<file path="src/rtl/capture_sequencer.sv">
// capture_sequencer: write-side controller for the DSO sample FIFO.
// Runs in the ADC sample clock domain. It decimates the sample stream,
// sequences one acquisition (pre-trigger fill, trigger wait, post-trigger
// count, done), and reports trigger, completion and overflow status.
// Optional feature: define CAPTURE_AUTO_TRIGGER_EN to add an auto-trigger
// timeout while waiting for the trigger.
module capture_sequencer #(
  parameter int WIDTH      = 8,
  parameter int COUNT_BITS = 16,
  parameter int DECIM_BITS = 8
) (
  input  logic                  CLK,
  input  logic                  RST,
  input  logic                  ARM,
  input  logic                  ABORT,
  input  logic                  SAMPLE_VALID,
  input  logic [WIDTH-1:0]      SAMPLE_DATA,
  input  logic                  TRIGGER,
  input  logic [DECIM_BITS-1:0] DECIMATION,
  input  logic [COUNT_BITS-1:0] PRE_COUNT,
  input  logic [COUNT_BITS-1:0] POST_COUNT,
`ifdef CAPTURE_AUTO_TRIGGER_EN
  input  logic [COUNT_BITS-1:0] AUTO_TIMEOUT,
  output logic                  AUTO_TRIGGERED,
`endif
  output logic                  FIFO_WR,
  output logic [WIDTH-1:0]      FIFO_WR_DATA,
  input  logic                  FIFO_FULL,
  output logic                  BUSY,
  output logic                  TRIGGERED,
  output logic                  DONE,
  output logic                  OVERFLOW
);

  typedef enum logic [2:0] {
    S_IDLE,
    S_PRE,
    S_WAIT,
    S_POST,
    S_DONE
  } state_t;

  localparam logic [COUNT_BITS-1:0] CNT_ONE = COUNT_BITS'(1);
  localparam logic [DECIM_BITS-1:0] DEC_ONE = DECIM_BITS'(1);

  state_t                state;
  state_t                state_next;
  logic [DECIM_BITS-1:0] dcnt;
  logic [DECIM_BITS-1:0] decim_lat;
  logic [COUNT_BITS-1:0] pre_lat;
  logic [COUNT_BITS-1:0] post_lat;
  logic [COUNT_BITS-1:0] pre_cnt;
  logic [COUNT_BITS-1:0] post_cnt;
  logic [COUNT_BITS-1:0] pre_cnt_inc;
  logic [COUNT_BITS-1:0] post_cnt_inc;
  logic                  arm_go;
  logic                  accept;
  logic                  wr_en;
  logic                  drop;
  logic                  trig_hit;
  logic                  auto_fire;

  assign pre_cnt_inc  = pre_cnt + CNT_ONE;
  assign post_cnt_inc = post_cnt + CNT_ONE;

  // State register.
  always_ff @(posedge CLK) begin
    if (RST) state <= S_IDLE;
    else     state <= state_next;
  end

  // Next-state decode plus the per-cycle accept/write/trigger strobes.
  always_comb begin
    // NOTE: every signal written here is assigned before any branch, so no path can infer a latch.
    state_next = state;
    BUSY       = (state == S_PRE) || (state == S_WAIT) || (state == S_POST);
    DONE       = (state == S_DONE);
    arm_go     = ARM && !ABORT && ((state == S_IDLE) || (state == S_DONE));
    accept     = SAMPLE_VALID && (dcnt == '0) && BUSY && !ABORT;
    wr_en      = accept && !FIFO_FULL;
    drop       = accept && FIFO_FULL;
    trig_hit   = (state == S_WAIT) && wr_en && (TRIGGER || auto_fire);

    unique case (state)
      S_IDLE, S_DONE: if (arm_go) state_next = (PRE_COUNT == '0) ? S_WAIT : S_PRE;
      S_PRE:          if (wr_en && (pre_cnt_inc == pre_lat)) state_next = S_WAIT;
      S_WAIT:         if (trig_hit) state_next = (post_lat <= CNT_ONE) ? S_DONE : S_POST;
      S_POST:         if (wr_en && (post_cnt_inc == post_lat)) state_next = S_DONE;
      default:        state_next = S_IDLE;
    endcase

    if (ABORT) state_next = S_IDLE;
  end

  // Write path, decimator, sample counters and sticky status flags.
  always_ff @(posedge CLK) begin
    if (RST) begin
      FIFO_WR      <= 1'b0;
      FIFO_WR_DATA <= '0;
      TRIGGERED    <= 1'b0;
      OVERFLOW     <= 1'b0;
      dcnt         <= '0;
      decim_lat    <= '0;
      pre_lat      <= '0;
      post_lat     <= '0;
      pre_cnt      <= '0;
      post_cnt     <= '0;
    end else begin
      // NOTE: non-blocking assignments make every register here sample pre-edge values.
      FIFO_WR <= wr_en;
      if (wr_en) FIFO_WR_DATA <= SAMPLE_DATA;
      if (SAMPLE_VALID) dcnt <= (dcnt == decim_lat) ? '0 : dcnt + DEC_ONE;
      if (drop) OVERFLOW <= 1'b1;
      if (wr_en && (state == S_PRE))  pre_cnt  <= pre_cnt_inc;
      if (wr_en && (state == S_POST)) post_cnt <= post_cnt_inc;
      if (trig_hit) begin
        TRIGGERED <= 1'b1;
        post_cnt  <= CNT_ONE;
      end
      // A new acquisition restarts everything; later assignments take priority.
      if (arm_go) begin
        dcnt      <= '0;
        decim_lat <= DECIMATION;
        pre_lat   <= PRE_COUNT;
        post_lat  <= POST_COUNT;
        pre_cnt   <= '0;
        post_cnt  <= '0;
        TRIGGERED <= 1'b0;
        OVERFLOW  <= 1'b0;
      end
    end
  end

`ifdef CAPTURE_AUTO_TRIGGER_EN
  logic [COUNT_BITS-1:0] auto_lat;
  logic [COUNT_BITS-1:0] wait_cnt;

  // The timeout fires once the WAIT cycle count reaches a nonzero limit.
  assign auto_fire = (auto_lat != '0) && (wait_cnt == auto_lat);

  // WAIT cycle counter (saturates at the limit) and the auto-trigger flag.
  always_ff @(posedge CLK) begin
    if (RST) begin
      auto_lat       <= '0;
      wait_cnt       <= '0;
      AUTO_TRIGGERED <= 1'b0;
    end else begin
      if ((state == S_WAIT) && (wait_cnt != auto_lat)) wait_cnt <= wait_cnt + CNT_ONE;
      if (trig_hit && !TRIGGER) AUTO_TRIGGERED <= 1'b1;
      if (arm_go) begin
        auto_lat       <= AUTO_TIMEOUT;
        wait_cnt       <= '0;
        AUTO_TRIGGERED <= 1'b0;
      end
    end
  end
`else
  assign auto_fire = 1'b0;
`endif

endmodule

</file>
<file path="config.mk">
export PLATFORM = sky130hd
export DESIGN_NAME = capture_sequencer
export DESIGN_NICKNAME = d
export VERILOG_FILES = /design/src/rtl/capture_sequencer.sv
export SDC_FILE = /design/constraint.sdc
export NUM_CORES = 1
export LEC_CHECK = 0
export CORE_UTILIZATION = 57
export CTS_BUF_LIST = sky130_fd_sc_hd__clkbuf_8
export DETAILED_ROUTE_END_ITERATION = 7
export MAX_ROUTING_LAYER = met4
export PLACE_DENSITY = 0.83
export SYNTH_ARGS = -nofsm -noshare
export SYNTH_HDL_FRONTEND = slang
export SYNTH_SLANG_ARGS = --single-unit
export TNS_END_PERCENT = 50
</file>
<file path="constraint.sdc">
create_clock -name CLK -period 3.2 [get_ports CLK]
set_input_delay 0.96 -clock CLK [delete_from_list [all_inputs] [get_ports CLK]]
set_output_delay 0.96 -clock CLK [all_outputs]
set_load 0.05 [all_outputs]
</file>
==> results.sh <==
export IMPL_status="finished, final reports clean"
export IMPL_num_nets_final=744
export IMPL_rsz0062_at_grt="no"
export IMPL_slowest_stage="clkdlybuf4s50_1"
export IMPL_grt_pass1_vias=4185
export IMPL_final_core_utilization_pct=71.1
export IMPL_synth_edf_count=0
export IMPL_fillerInstances=698
export IMPL_wl_per_cell_um=15.3
export IMPL_maxCapViolations=0
export IMPL_endpoint_kind="output port"
export IMPL_hold_buffers=0
export IMPL_peakVddDrop_uv=256
export IMPL_async_flop_share_pct=0
export IMPL_final_min_clock_period_ps=3060
export IMPL_core_um2=8180
export IMPL_finalMaxSlewViolations=0
export IMPL_start_util_pct=58.6
export IMPL_synth_area_leaders="dfxtp_1 (39%), nand2_1 (10%), xnor2_1 (8.4%)"
export IMPL_clock_sinks=94
export IMPL_drt_pass1_iterations=5
export IMPL_ant_nets=0
export IMPL_pwr_share_clk_pct=35.8
export IMPL_p_int_uw=1710
export IMPL_grt_overflow=0
export IMPL_setup_viol=0
export IMPL_clkSlewWorstSetupHoldPaths_ps=90
export IMPL_track_usage_pct=29.6
export IMPL_p_per_area_nw_per_um2=395
export IMPL_min_path_type="reg2reg"
export IMPL_cts_resized=0
export IMPL_syn_inst=621
export IMPL_cts_path_max_buffers=2
export IMPL_wl_mm=12.1
export IMPL_grt_start_max_net_pins=53
export IMPL_crit_arrival_ps=2100
export IMPL_die_x_um=93.6
export IMPL_die_h_um=93.6
export IMPL_finish_instance_area_um2=5810
export IMPL_cp_start_kind="flip-flop"
export IMPL_avgViaCountPerCell=5.75
export IMPL_synth_area_leader_cell="dfxtp_1"
export IMPL_ys_flop_type="dfxtp_1"
export IMPL_drive_above_1_share_pct=6.09
export IMPL_placed_area_um2=5610
export IMPL_gp_congestion=0.921
export IMPL_pwr_share_seq_pct=53.3
export IMPL_cts_setup_buffers=0
export IMPL_drt_initial_drc_count=248
export IMPL_critPathRequiredTime_ps=2240
export IMPL_switching_share_pct=25.5
export IMPL_syn_area_per_cell_um2=7.71
export IMPL_crit_fanout=10
export IMPL_worstMarginPinSlew_ps=657
export IMPL_combPwrFrac_pct=11.0
export IMPL_hold_viol=0
export IMPL_post_route_period_util_pct=95.5
export IMPL_num_vias=4568
export IMPL_synth_seq_cells=94
export IMPL_ys_seq_area_share_pct=39.3
export IMPL_antenna_cells=0
export IMPL_max_freq_mhz=327
export IMPL_pin_count=68
export IMPL_dpl_hpwl_mm=8.87
export IMPL_ys_types=45
export IMPL_grt_pass1_wl_mm=19.8
export IMPL_syn_area_um2=4790
export IMPL_cp_cell_sequence="inv_1 -> nor3_1 -> clkdlybuf4s50_1"
export IMPL_slew_headroom_pct=55.8
export IMPL_yosys_top_cells_count="nand2_1 (129), dfxtp_1 (94), a21oi_1 (64)"
export IMPL_synth_top_area_share_pct=39.3
export IMPL_cts_root_buffer="clkbuf_8"
export IMPL_dieArea_um2=8770
export IMPL_critical_path_max_stage_delay_ps=870
export IMPL_synth_fp_nets=680
export IMPL_cts_tree="built"
export IMPL_clkLatencyLatePin_ps=370
export IMPL_placement_io_buffers=67
export IMPL_p_leak_uw=0.00201
export IMPL_antenna_found_initial=0
export IMPL_p_switching_uw=585
export IMPL_area_growth_pct=21.4
export IMPL_fin_worst_skew_ps=7.80
export IMPL_cts_buffers_inserted=9
export IMPL_drcViolationCount=0
export IMPL_rows=33
export IMPL_crit_type="reg2out"
export IMPL_htree_levels=3
export IMPL_synth_most_common_cell="nand2_1"
export IMPL_yosysWarnings=0
## power by group through the flow
stage / Combinational [µW] / Sequential [µW] / Clock [µW]
2_1_floorplan: 132 / 1240 / 0
3_3_place_gp: 241 / 1250 / 0
3_5_place_dp: 249 / 1250 / 0
4_1_cts: 251 / 1220 / 837
5_1_grt: 274 / 1230 / 886
6_report: 252 / 1220 / 821
## metal layers
metal	part of all wire, %	vias up	GRT usage (%)
li1	-	2246	-
met1	46	2137	38.4
met2	46	163	47.3
met3	6.0	22	4.80
met4	1.8	0	9.10
met5	0	-	-
## layout by cell type (no fill, tap or decap), drive strengths merged, types with 2 or more instances in the layout
cell and n:
nand2 129, dfxtp 94, clkdlybuf4s50 66, a21oi 64
nor2 62, xnor2 46, xor2 35, buf 20
nand4 18, nand3 18, nor4 16, inv 13
nor3 12, o21ai 11, clkbuf 10, or3 8
nor2b 6, and3 5, nand2b 4, and4 4
mux2i 4, a211oi 4, ha 4, nand3b 3
nor3b 3, o211ai 3, clkinv 3, or2 2
a2111oi 2, o221ai 2, a31oi 2
## worst paths after layout
| kind | start | endpoint | slack (ps) | depth (start not counted) |
|---|---|---|---|---|
| min reg2reg | FIFO_WR_DATA[6] | FIFO_WR_DATA[6] | 460 | 2 |
| min | FIFO_WR_DATA[6] | FIFO_WR_DATA[6] | 460 | 2 |
| max reg2reg | pre_cnt[0] | state[0] | 380 | 9 |
| max | state[2] | DONE | 140 | 3 |
## stage by stage
step	setup slack, ps	setup TNS (ps)	hold slack [ps]	total power [µW]	instances
after global routing	105	0	478	2390	795
after global placement	13.4	0	437	1490	779
after CTS	157	0	457	2310	795
final	144	0	455	2300	795
after floorplan	393	0	448	1380	621
after detailed placement	-45.2	-199	445	1500	779
## worst max-delay path, delay by kind of cell (launching register included)
kind	cells	cell delay, ps
and+or+nand+nor	1	240
DFF	1	520
buffers and inverters	2	970
## sequential cells by signal, summed over array words and instances, names as in the netlist
name / count
post_cnt: 16
post_lat: 16
pre_cnt: 16
pre_lat: 16
FIFO_WR_DATA: 8
dcnt: 8
decim_lat: 8
state: 3
FIFO_WR: 1
OVERFLOW: 1
TRIGGERED: 1
## layout make-up
cell class | instances | area [µm²] | share of cell area, %
clock buffer | 10 | 138 | 2.37
multi-input combinational | 482 | 2740 | 47.1
timing repair buffer | 86 | 808 | 13.9
sequential | 94 | 1880 | 32.4
inverter | 12 | 45.0 | 0.775
clock inverter | 6 | 68.8 | 1.18
tap | 105 | 131 | 2.26
## cell families after synthesis
kind of cell	count (synthesis)	share of synthesized area, %
AND/OR/NAND/NOR	292	27.9
AO/OA/AOI/OAI	101	12.4
flip-flops	94	39.3
XOR/XNOR	81	14.8
buffers and inverters	45	3.71
multiplexers	4	0.836
adder cells (fa/ha/maj)	4	1.05
Power figures use the tool's default switching activity.
